File: src/rtl/bus_uart_tx.sv
// Memory-mapped UART transmitter: TX FIFO + 8N1 serialiser with programmable bit rate.
// Define UART_TX_PARITY_EN to insert an even-parity bit after the data bits.
//
// state    | meaning
// ---------+-----------------------------------------------
// S_IDLE   | line idle high, waiting for a FIFO entry
// S_START  | start bit (low) for one bit time
// S_DATA   | 8 data bits, LSB first, indexed by idx_q
// S_PARITY | even-parity bit (only with UART_TX_PARITY_EN)
// S_STOP   | stop bit (high); chains straight into S_START
module bus_uart_tx #(
  parameter logic [31:0] BASE_ADDR   = 32'hFFFF_0000,
  parameter int          FIFO_DEPTH  = 8,
  parameter logic [15:0] DEFAULT_DIV = 16'd433
) (
  input  logic        i_clk,
  input  logic        i_rst,
  input  logic [31:0] i_bus_data,
  input  logic [31:0] i_bus_address,
  input  logic        i_bus_DV,
  input  logic [2:0]  i_bhw,
  input  logic        i_write_notread,
  output logic [31:0] o_bus_data,
  output logic        o_bus_DV,
  output logic        o_tx
);

  localparam int PTR_W = (FIFO_DEPTH > 1) ? $clog2(FIFO_DEPTH) : 1;
  localparam int CNT_W = PTR_W + 1;

`ifdef UART_TX_PARITY_EN
  localparam logic PARITY_ON = 1'b1;
`else
  localparam logic PARITY_ON = 1'b0;
`endif

  typedef enum logic [2:0] {
    S_IDLE   = 3'd0,
    S_START  = 3'd1,
    S_DATA   = 3'd2,
    S_PARITY = 3'd3,
    S_STOP   = 3'd4
  } state_t;

  // bus decode
  logic       hit;
  logic [1:0] reg_sel;
  logic       wr_txdata;
  logic       rd_status;
  logic       wr_div;

  assign hit       = i_bus_DV && (i_bus_address[31:4] == BASE_ADDR[31:4]);
  assign reg_sel   = i_bus_address[3:2];
  assign wr_txdata = hit &&  i_write_notread && (reg_sel == 2'd0);
  assign rd_status = hit && !i_write_notread && (reg_sel == 2'd1);
  assign wr_div    = hit &&  i_write_notread && (reg_sel == 2'd2);

  logic unused_bits;
  assign unused_bits = ^{i_bhw, i_bus_data[31:16], i_bus_address[1:0]};

  // configuration and status registers
  logic [15:0] divisor_q;
  logic        ovf_q;

  // FIFO
  logic [7:0]       fifo_mem [FIFO_DEPTH];
  logic [PTR_W-1:0] wr_ptr_q;
  logic [PTR_W-1:0] rd_ptr_q;
  logic [CNT_W-1:0] count_q;
  logic             fifo_full;
  logic             fifo_empty;
  logic             fifo_pop;
  logic             push_ok;
  logic             ovf_set;

  assign fifo_full  = (count_q == CNT_W'(FIFO_DEPTH));
  assign fifo_empty = (count_q == '0);
  // a pop in the same cycle frees a slot, so a full FIFO can still accept
  assign push_ok    = wr_txdata && (!fifo_full || fifo_pop);
  assign ovf_set    = wr_txdata && !push_ok;

  // TX FSM
  state_t      state_q, state_d;
  logic [7:0]  shift_q, shift_d;
  logic [2:0]  idx_q, idx_d;
  logic [15:0] tmr_q, tmr_d;
  logic        tx_q, tx_d;
  logic        bit_end;
  logic        busy;

  assign bit_end = (tmr_q == 16'd0);
  assign busy    = (state_q != S_IDLE);

  // read data
  logic [31:0] status_word;
  logic [31:0] rd_data;

  assign status_word = {16'h0000, 8'(count_q), 3'b000, PARITY_ON,
                        ovf_q | ovf_set, busy, fifo_empty, fifo_full};

  always_comb begin
    rd_data = '0;
    case (reg_sel)
      2'd1:    rd_data = status_word;
      2'd2:    rd_data = {16'h0000, divisor_q};
      default: rd_data = '0;
    endcase
  end

  always_ff @(posedge i_clk) begin
    if (i_rst) begin
      o_bus_DV   <= 1'b0;
      o_bus_data <= '0;
    end else begin
      o_bus_DV   <= hit;
      o_bus_data <= (hit && !i_write_notread) ? rd_data : '0;
    end
  end

  always_ff @(posedge i_clk) begin
    if (i_rst) begin
      divisor_q <= DEFAULT_DIV;
      ovf_q     <= 1'b0;
    end else begin
      if (wr_div) begin
        divisor_q <= i_bus_data[15:0];
      end
      if (ovf_set) begin
        ovf_q <= 1'b1;
      end else if (rd_status) begin
        ovf_q <= 1'b0;
      end
    end
  end

  always_ff @(posedge i_clk) begin
    if (push_ok) begin
      fifo_mem[wr_ptr_q] <= i_bus_data[7:0];
    end
  end

  always_ff @(posedge i_clk) begin
    if (i_rst) begin
      wr_ptr_q <= '0;
      rd_ptr_q <= '0;
      count_q  <= '0;
    end else begin
      if (push_ok) begin
        wr_ptr_q <= wr_ptr_q + PTR_W'(1);
      end
      if (fifo_pop) begin
        rd_ptr_q <= rd_ptr_q + PTR_W'(1);
      end
      case ({push_ok, fifo_pop})
        2'b10:   count_q <= count_q + CNT_W'(1);
        2'b01:   count_q <= count_q - CNT_W'(1);
        default: count_q <= count_q;
      endcase
    end
  end

  always_ff @(posedge i_clk) begin
    if (i_rst) begin
      state_q <= S_IDLE;
      shift_q <= '0;
      idx_q   <= '0;
      tmr_q   <= '0;
      tx_q    <= 1'b1;
    end else begin
      state_q <= state_d;
      shift_q <= shift_d;
      idx_q   <= idx_d;
      tmr_q   <= tmr_d;
      tx_q    <= tx_d;
    end
  end

  // divisor is sampled only when a bit starts, so mid-bit writes wait a bit
  always_comb begin
    state_d  = state_q;
    shift_d  = shift_q;
    idx_d    = idx_q;
    tmr_d    = bit_end ? tmr_q : (tmr_q - 16'd1);
    fifo_pop = 1'b0;
    case (state_q)
      S_IDLE: begin
        tmr_d = tmr_q;
        if (!fifo_empty) begin
          fifo_pop = 1'b1;
          shift_d  = fifo_mem[rd_ptr_q];
          tmr_d    = divisor_q;
          state_d  = S_START;
        end
      end
      S_START: begin
        if (bit_end) begin
          idx_d   = 3'd0;
          tmr_d   = divisor_q;
          state_d = S_DATA;
        end
      end
      S_DATA: begin
        if (bit_end) begin
          tmr_d = divisor_q;
          if (idx_q == 3'd7) begin
`ifdef UART_TX_PARITY_EN
            state_d = S_PARITY;
`else
            state_d = S_STOP;
`endif
          end else begin
            idx_d = idx_q + 3'd1;
          end
        end
      end
      S_PARITY: begin
        if (bit_end) begin
          tmr_d   = divisor_q;
          state_d = S_STOP;
        end
      end
      S_STOP: begin
        if (bit_end) begin
          if (!fifo_empty) begin
            fifo_pop = 1'b1;
            shift_d  = fifo_mem[rd_ptr_q];
            tmr_d    = divisor_q;
            state_d  = S_START;
          end else begin
            state_d = S_IDLE;
          end
        end
      end
      default: begin
        state_d = S_IDLE;
      end
    endcase
  end

  // line level registered from the next state so o_tx is glitch-free
  always_comb begin
    tx_d = 1'b1;
    case (state_d)
      S_START:  tx_d = 1'b0;
      S_DATA:   tx_d = shift_d[idx_d];
      S_PARITY: tx_d = ^shift_d;
      default:  tx_d = 1'b1;
    endcase
  end

  assign o_tx = tx_q;

endmodule

File: config.mk
export PLATFORM = sky130hd
export DESIGN_NAME = bus_uart_tx
export DESIGN_NICKNAME = d
export VERILOG_FILES = /design/src/rtl/bus_uart_tx.sv
export SDC_FILE = /design/constraint.sdc
export NUM_CORES = 1
export LEC_CHECK = 0
export BUFFER_PORTS_ARGS = -buffer_cell sky130_fd_sc_hd__buf_2
export CORE_MARGIN = 1.5
export CORE_UTILIZATION = 40
export CTS_BUF_LIST = sky130_fd_sc_hd__clkbuf_2
export CTS_CLUSTER_DIAMETER = 200
export CTS_CLUSTER_SIZE = 8
export DETAILED_ROUTE_END_ITERATION = 10
export PLACE_DENSITY = 0.62
export SLEW_MARGIN = 20
export SYNTH_ARGS = -nofsm -noshare
export SYNTH_HDL_FRONTEND = slang
export SYNTH_SLANG_ARGS = --single-unit
File: constraint.sdc
create_clock -name i_clk -period 2.7 [get_ports i_clk]
set_input_delay 0.135 -clock i_clk [delete_from_list [all_inputs] [get_ports i_clk]]
set_output_delay 0.135 -clock i_clk [all_outputs]
set_load 0.02 [all_outputs]
# Word level (Yosys, flattened, before mapping)
# Memory sizes are Yosys's and may differ from the RTL's. A register that Yosys moved wholly into a read port is not among the register bits.
# Cells that the tools add are included.
totals:
  regBits: 91
  ramBits: 64
  elab_cells: 94
  mem_count: 1
op_classes:
  n_lt_le_gt_ge: 1
  muxes: 35
  n_addsub: 6
  reduce_logical: 22
  eq_ne: 15
  n_bitwise: 2
mem_list:
  columns: ["name", "depth", "width", "rd", "rd_clocked_by_memory_dff", "write_ports", "line", "rtl"]
  rows:
  - ["fifo_mem", 8, 8, 1, 1, 1, "66", "logic [7:0] fifo_mem [FIFO_DEPTH];"]
ops:
  columns: ["operator", "count"]
  rows:
  - ["16-bit two-way mux", 5]
  - ["16-bit one-hot mux with 3 select lines", 1]
  - ["3-bit two-way mux", 11]
  - ["16-bit one-hot mux with 2 select lines", 1]
  - ["28-bit == test, second input constant", 1]
  - ["16-bit logical NOT", 1]
  - ["8-bit two-way mux", 2]
  - ["8-bit one-hot mux with 2 select lines", 1]
  - ["16-bit by 1-bit subtractor with 16-bit output, second input constant", 1]
  - ["3-bit one-hot mux with 5 select lines", 1]
  - ["3-bit by 2-bit == test with 1-bit output, second input constant", 4]
  - ["3-bit by 1-bit adder with 3-bit output, second input constant", 3]
  - ["1-bit logical AND", 8]
  - ["1-bit two-way mux", 8]
  - ["4-bit one-hot mux with 2 select lines", 1]
  - ["8-bit parity", 1]
  - ["3-bit by 1-bit == test with 1-bit output, second input constant", 2]
  - ["3-bit == test, second input constant", 2]
  - ["3-bit one-hot mux with 2 select lines", 1]
  - ["4-bit by 1-bit adder with 4-bit output, second input constant", 1]
  - ["2-bit by 1-bit == test with 1-bit output, second input constant", 2]
  - ["2-bit == test, second input constant", 2]
  - ["4-bit == test, second input constant", 1]
  - ["4-bit logical NOT", 1]
  - ["16 further kinds", 19]

# Depth between registers and ports, before layout
logic_depth:
  ltp_word: 10
  mapped_depth: 14

# Worst setup path after synthesis
# OpenSTA, ideal clock, no wires.
synth_timing:
  kind: "reg2reg"
  startpoint: "reg tmr_q[0]"
  endpoint: "reg count_q[3]"
  path_buffers: 1
  t_required_ps: 2572
  arrival_ps: 2836
  period_less_slack_ps: 2964
  path_stages_with_launch: 15
  setup_slack_ps: -264
  path_cell_list: "dfxtp_1 inv_1 ha_1 nor4b_1 nand4_2 a21oi_4 buf_4 nand2b_1 inv_1 ha_1 a21o_1 a21oi_1 mux2i_1 xnor2_1 nor2_1"
synth_between:
  elab_chain_cells: 7
synth_lines:
  columns: ["element", "line", "rtl"]
  rows:
  - ["start: declaration", "86", "logic [15:0] tmr_q, tmr_d;"]
  - ["start signal: assignment", "173", "tmr_q <= tmr_d;"]
  - ["16-bit logical NOT *", "91", "assign bit_end = (tmr_q == 16'd0);"]
  - ["1-bit two-way mux *", "223", "if (bit_end) begin"]
  - ["1-bit one-hot mux with 2 select lines *", "185", "case (state_q)"]
  - ["1-bit logical OR", "79", "assign push_ok = wr_txdata && (!fifo_full || fifo_pop);"]
  - ["1-bit logical AND", "79", null]
  - ["2-bit by 1-bit == test with 1-bit output / 2-bit == test (equally long branches)", "154", "case ({push_ok, fifo_pop})"]
  - ["4-bit one-hot mux with 2 select lines / 2-bit nonzero test (equally long branches)", null, null]
  - ["end signal: assignment", "155", "2'b10: count_q <= count_q + CNT_W'(1);"]
  - ["end signal: assignment", "156", "2'b01: count_q <= count_q - CNT_W'(1);"]
  - ["end signal: assignment", "157", "default: count_q <= count_q;"]
  - ["end: declaration", "69", "logic [CNT_W-1:0] count_q;"]
# Every way passes the cells marked *; elsewhere a longest branch is shown, timed or not.
# A chain may end at the register's enable or synchronous reset.

# Worst setup path after layout
layout_timing:
  startpoint: "reg tmr_q[7]"
  endpoint: "reg count_q[3]"
# Same word-level chain as after synthesis.

==> summary.txt <==
Worst setup path
  • Startpoint Class: register
  • Reg2reg setup slack: 0.12 ns
  • WS Path Type: reg2reg
  • CP endpoint kind: register
  • CP required: 3.35 ns
  • Worst flop-to-flop path endpoint: count_q[3]
  • CP peak stage delay: 0.42 ns
  • Slowest-stage cell, CP: dfxtp_1
  • Max Fanout on Critical Path: 7
  • Worst r2r path cells: 12
  • Critical path endpoint: count_q[3]
  • Top delay family on crit path: simple AND/OR/NAND/NOR gates
  • Crit path buf inv count: 2
  • Crit path DAT: 3.22 ns
  • Cell Chain, Critical Path: nor4_2, buf_4, nand4_2, a21oi_4, nand2b_1, inv_1, ha_1, a21o_1, a21oi_2, mux2i_1, xnor2_1, nor2_1
  • Setup crit start: tmr_q[7]
  • Critical path depth: 12
  • Critical R2R Launch: tmr_q[7]

STA
  • Final hold vios: 0
  • Worst hold slack: 0.09230 ns
  • Slew Viols, Final: 0
  • Fin Setup TNS: 0 ns
  • Setup violators final: 0
  • Setup Skew: 0.03954 ns
  • Final cycle utilization of the critical path: 95.41%
  • Fin crit period: 2.576 ns
  • Fmax: 388.2 MHz
  • Actual slew at the worst max-slew pin: 0.7197 ns
  • Setup ws final: 0.1239 ns
  • Max-Slew Margin vs Limit: 51.89%

Place
  • Post-DP HPWL: 10.19 mm
  • Post-Place Cell Area: 7181 um2
  • DP Worst Slack: -0.05750 ns
  • Port-buffer cells: 67
  • Routability cong.: 0.8692

Power and ir drop
  • P_sw: 829.1 uW
  • Static leakage: 0.003008 uW
  • Power Density: 473.2 nW/um2
  • Seq pwr share: 61.4%
  • Peak VDD IR: 0.0002485 V
  • Combinational power share: 3.5%
  • Sw frac: 22.70%
  • Overall Power: 3653 uW
  • Clock group share of total power: 35.1%
  • Power Internal: 2824 uW

Floorplanning
  • Height of the chip: 130.1 um
  • Row count: 46
  • Area of the die: 16,920 um2
  • Ports: 105
  • Starting Density: 40.81%
  • Die X-Extent: 130.1 um
  • Core Area: 15,830 um2

Synth
  • Share of the synthesized area in the top cell type: 29.76%
  • Ys async rst share: 0%
  • Post-synth EDFFs: 64
  • Synthesized area: 6459 um2
  • Synthesis-stage register bit count: 142
  • Mapped Cells: 579
  • Yosys warning count: 0
  • Synth top area cells: edfxtp_1 30%, dfxtp_1 24%, mux4_2 5.6%, mux2i_1 4.3%, nor2_1 4.3%
  • Top_reg_cell synth: dfxtp_1
  • Average instance area after synthesis: 11.15 um2
  • Sequential cell area fraction in the yosys report: 53.93%
  • Largest area contributor in the netlist: edfxtp_1
  • Synth cell types: 66

Detailed routing
  • Residual DRC: 0
  • Post-DRT Antenna Nets: 0
  • Routed WL per cell: 15.91 um
  • Via/cell ratio: 5.138
  • Routed WL: 14.78 mm
  • Via count: 4,773
  • Pre-Repair DR Iteration Count: 5
  • Initial DRC count: 326

Clock tree
  • H-tree levels: 4
  • Total CTS buffers: 17
  • CTS clk-pin slew, worst paths: 0.19 ns
  • Post-CTS setup buffers: 0
  • Root buffer cell: clkbuf_2
  • CTS tree: built
  • CTS Sinks: 142
  • Worst-skew pair later-pin latency: 0.76 ns
  • Clk buf depth: 2

Global route
  • Vias in the first global route: 4,596
  • Grt total ovfl: 0
  • Largest net degree at the start of global routing: 37
  • Global-route wire length before repair: 23.52 mm
  • Initial antenna violation count: 1
  • Total GRT Usage: 18.45%

Finish
  • Nets: 780
  • Layout cell share with drive strength beyond 1: 25.42%
  • Synth-to-Final Area Change: 19.53%
  • Commonest cells after routing, fill and taps aside: 77 x dfxtp_1, 74 x nor2_1, 67 x buf_2
  • Commonest non-fill, non-tap cell in the layout: dfxtp_1
  • Design area: 7720 um2

Flow run
  • Max-cap viol count: 0

Hold path
  • Worst Hold Class: in2reg

Outcome
  • Status: complete, no violations
[registers in the layout (all words and copies together) (netlist names), named ones only]
signal,flops
o_tx,1
tmr_q,16
rd_ptr_q,3
divisor_q,16
count_q,4
o_bus_DV,1
shift_q,8
wr_ptr_q,3
o_bus_data,16
ovf_q,1
fifo_mem,64
idx_q,3
state_q,3
[power groups by stage]
stage / combinational, uW / sequential [uW] / clock, uW
detailed placement: 107 / 2290 / 0
global route: 142 / 2250 / 1410
finish: 128 / 2240 / 1280
floorplan: 62.8 / 2290 / 0
CTS: 128 / 2240 / 1310
global placement: 104 / 2290 / 0
[cell families after synthesis]
family / share of synthesized area (%)
AND/OR/NAND/NOR: 15.44
flip-flops: 53.93
AO/OA/AOI/OAI: 10.19
buffers and inverters: 5.385
multiplexers: 10.09
XOR/XNOR: 2.848
adder cells (fa/ha/maj): 2.054
other: 0.05806
[area by class of cell]
class	instances	area (um2)
fillers	1418	8108
flip-flops and latches	142	3485
multi-input cells	387	2748
repair buffers	131	893.4
well taps	216	270.3
clock inverters	11	141.4
clock buffers	21	105.1
inverters	20	75.07
diodes	1	2.502
[worst register-to-register path, stage by stage, from the launching register on]
cell	delay, ns
dfxtp_1	0.42
nor4_2	0.34
buf_4	0.18
nand4_2	0.15
a21oi_4	0.24
nand2b_1	0.11
inv_1	0.09
ha_1	0.23
a21o_1	0.19
a21oi_2	0.14
mux2i_1	0.22
xnor2_1	0.13
nor2_1	0.06
[worst min path at each step]
stage / startpoint / endpoint / slack [ns] / cells after the start
floorplan: i_rst / state_q[0] / 0.22 / 1
global placement: i_bus_data[15] / divisor_q[15] / 0.37 / 3
detailed placement: i_bus_data[15] / divisor_q[15] / 0.37 / 3
CTS: i_bus_address[19] / o_bus_DV / 0.05 / 6
global route: i_bus_address[26] / o_bus_DV / 0.05 / 6
finish: i_bus_address[19] / o_bus_DV / 0.09 / 6
[through the flow]
step	cells	util (%)
2_1_floorplan	594	-
3_3_place_gp	870	45.37
3_5_place_dp	870	45.37
4_1_cts	928	48.57
5_1_grt	929	48.77
6_report	929	48.77
[synthesized netlist by cell type, types with 6 or more instances]
master,n
clkbuf_1,15
nand3_1,7
mux4_2,16
dfxtp_1,78
buf_4,18
ha_1,9
a21oi_1,23
and3_1,10
nor3_1,17
inv_1,20
nand2b_1,6
xnor2_1,12
nand2_1,44
mux2i_1,28
a22oi_1,8
nand4_1,6
edfxtp_1,64
nor2_1,74
xor2_1,9
o21ai_0,19
[layer usage]
metal,global-route usage (%),routed length (um),up-vias
li1,-,-,2311
met1,23.88,6621,2307
met4,6.471,193,0
met3,4.182,666,18
met5,0,0,-
met2,30.50,7297,137
[repair_timing]
action	CTS	global route
hold buffers	26	0
hold endpoints to repair	125	0
endpoints found under the setup margin	0	22
gates resized for setup	0	9
(Power assumes the default switching activity.)
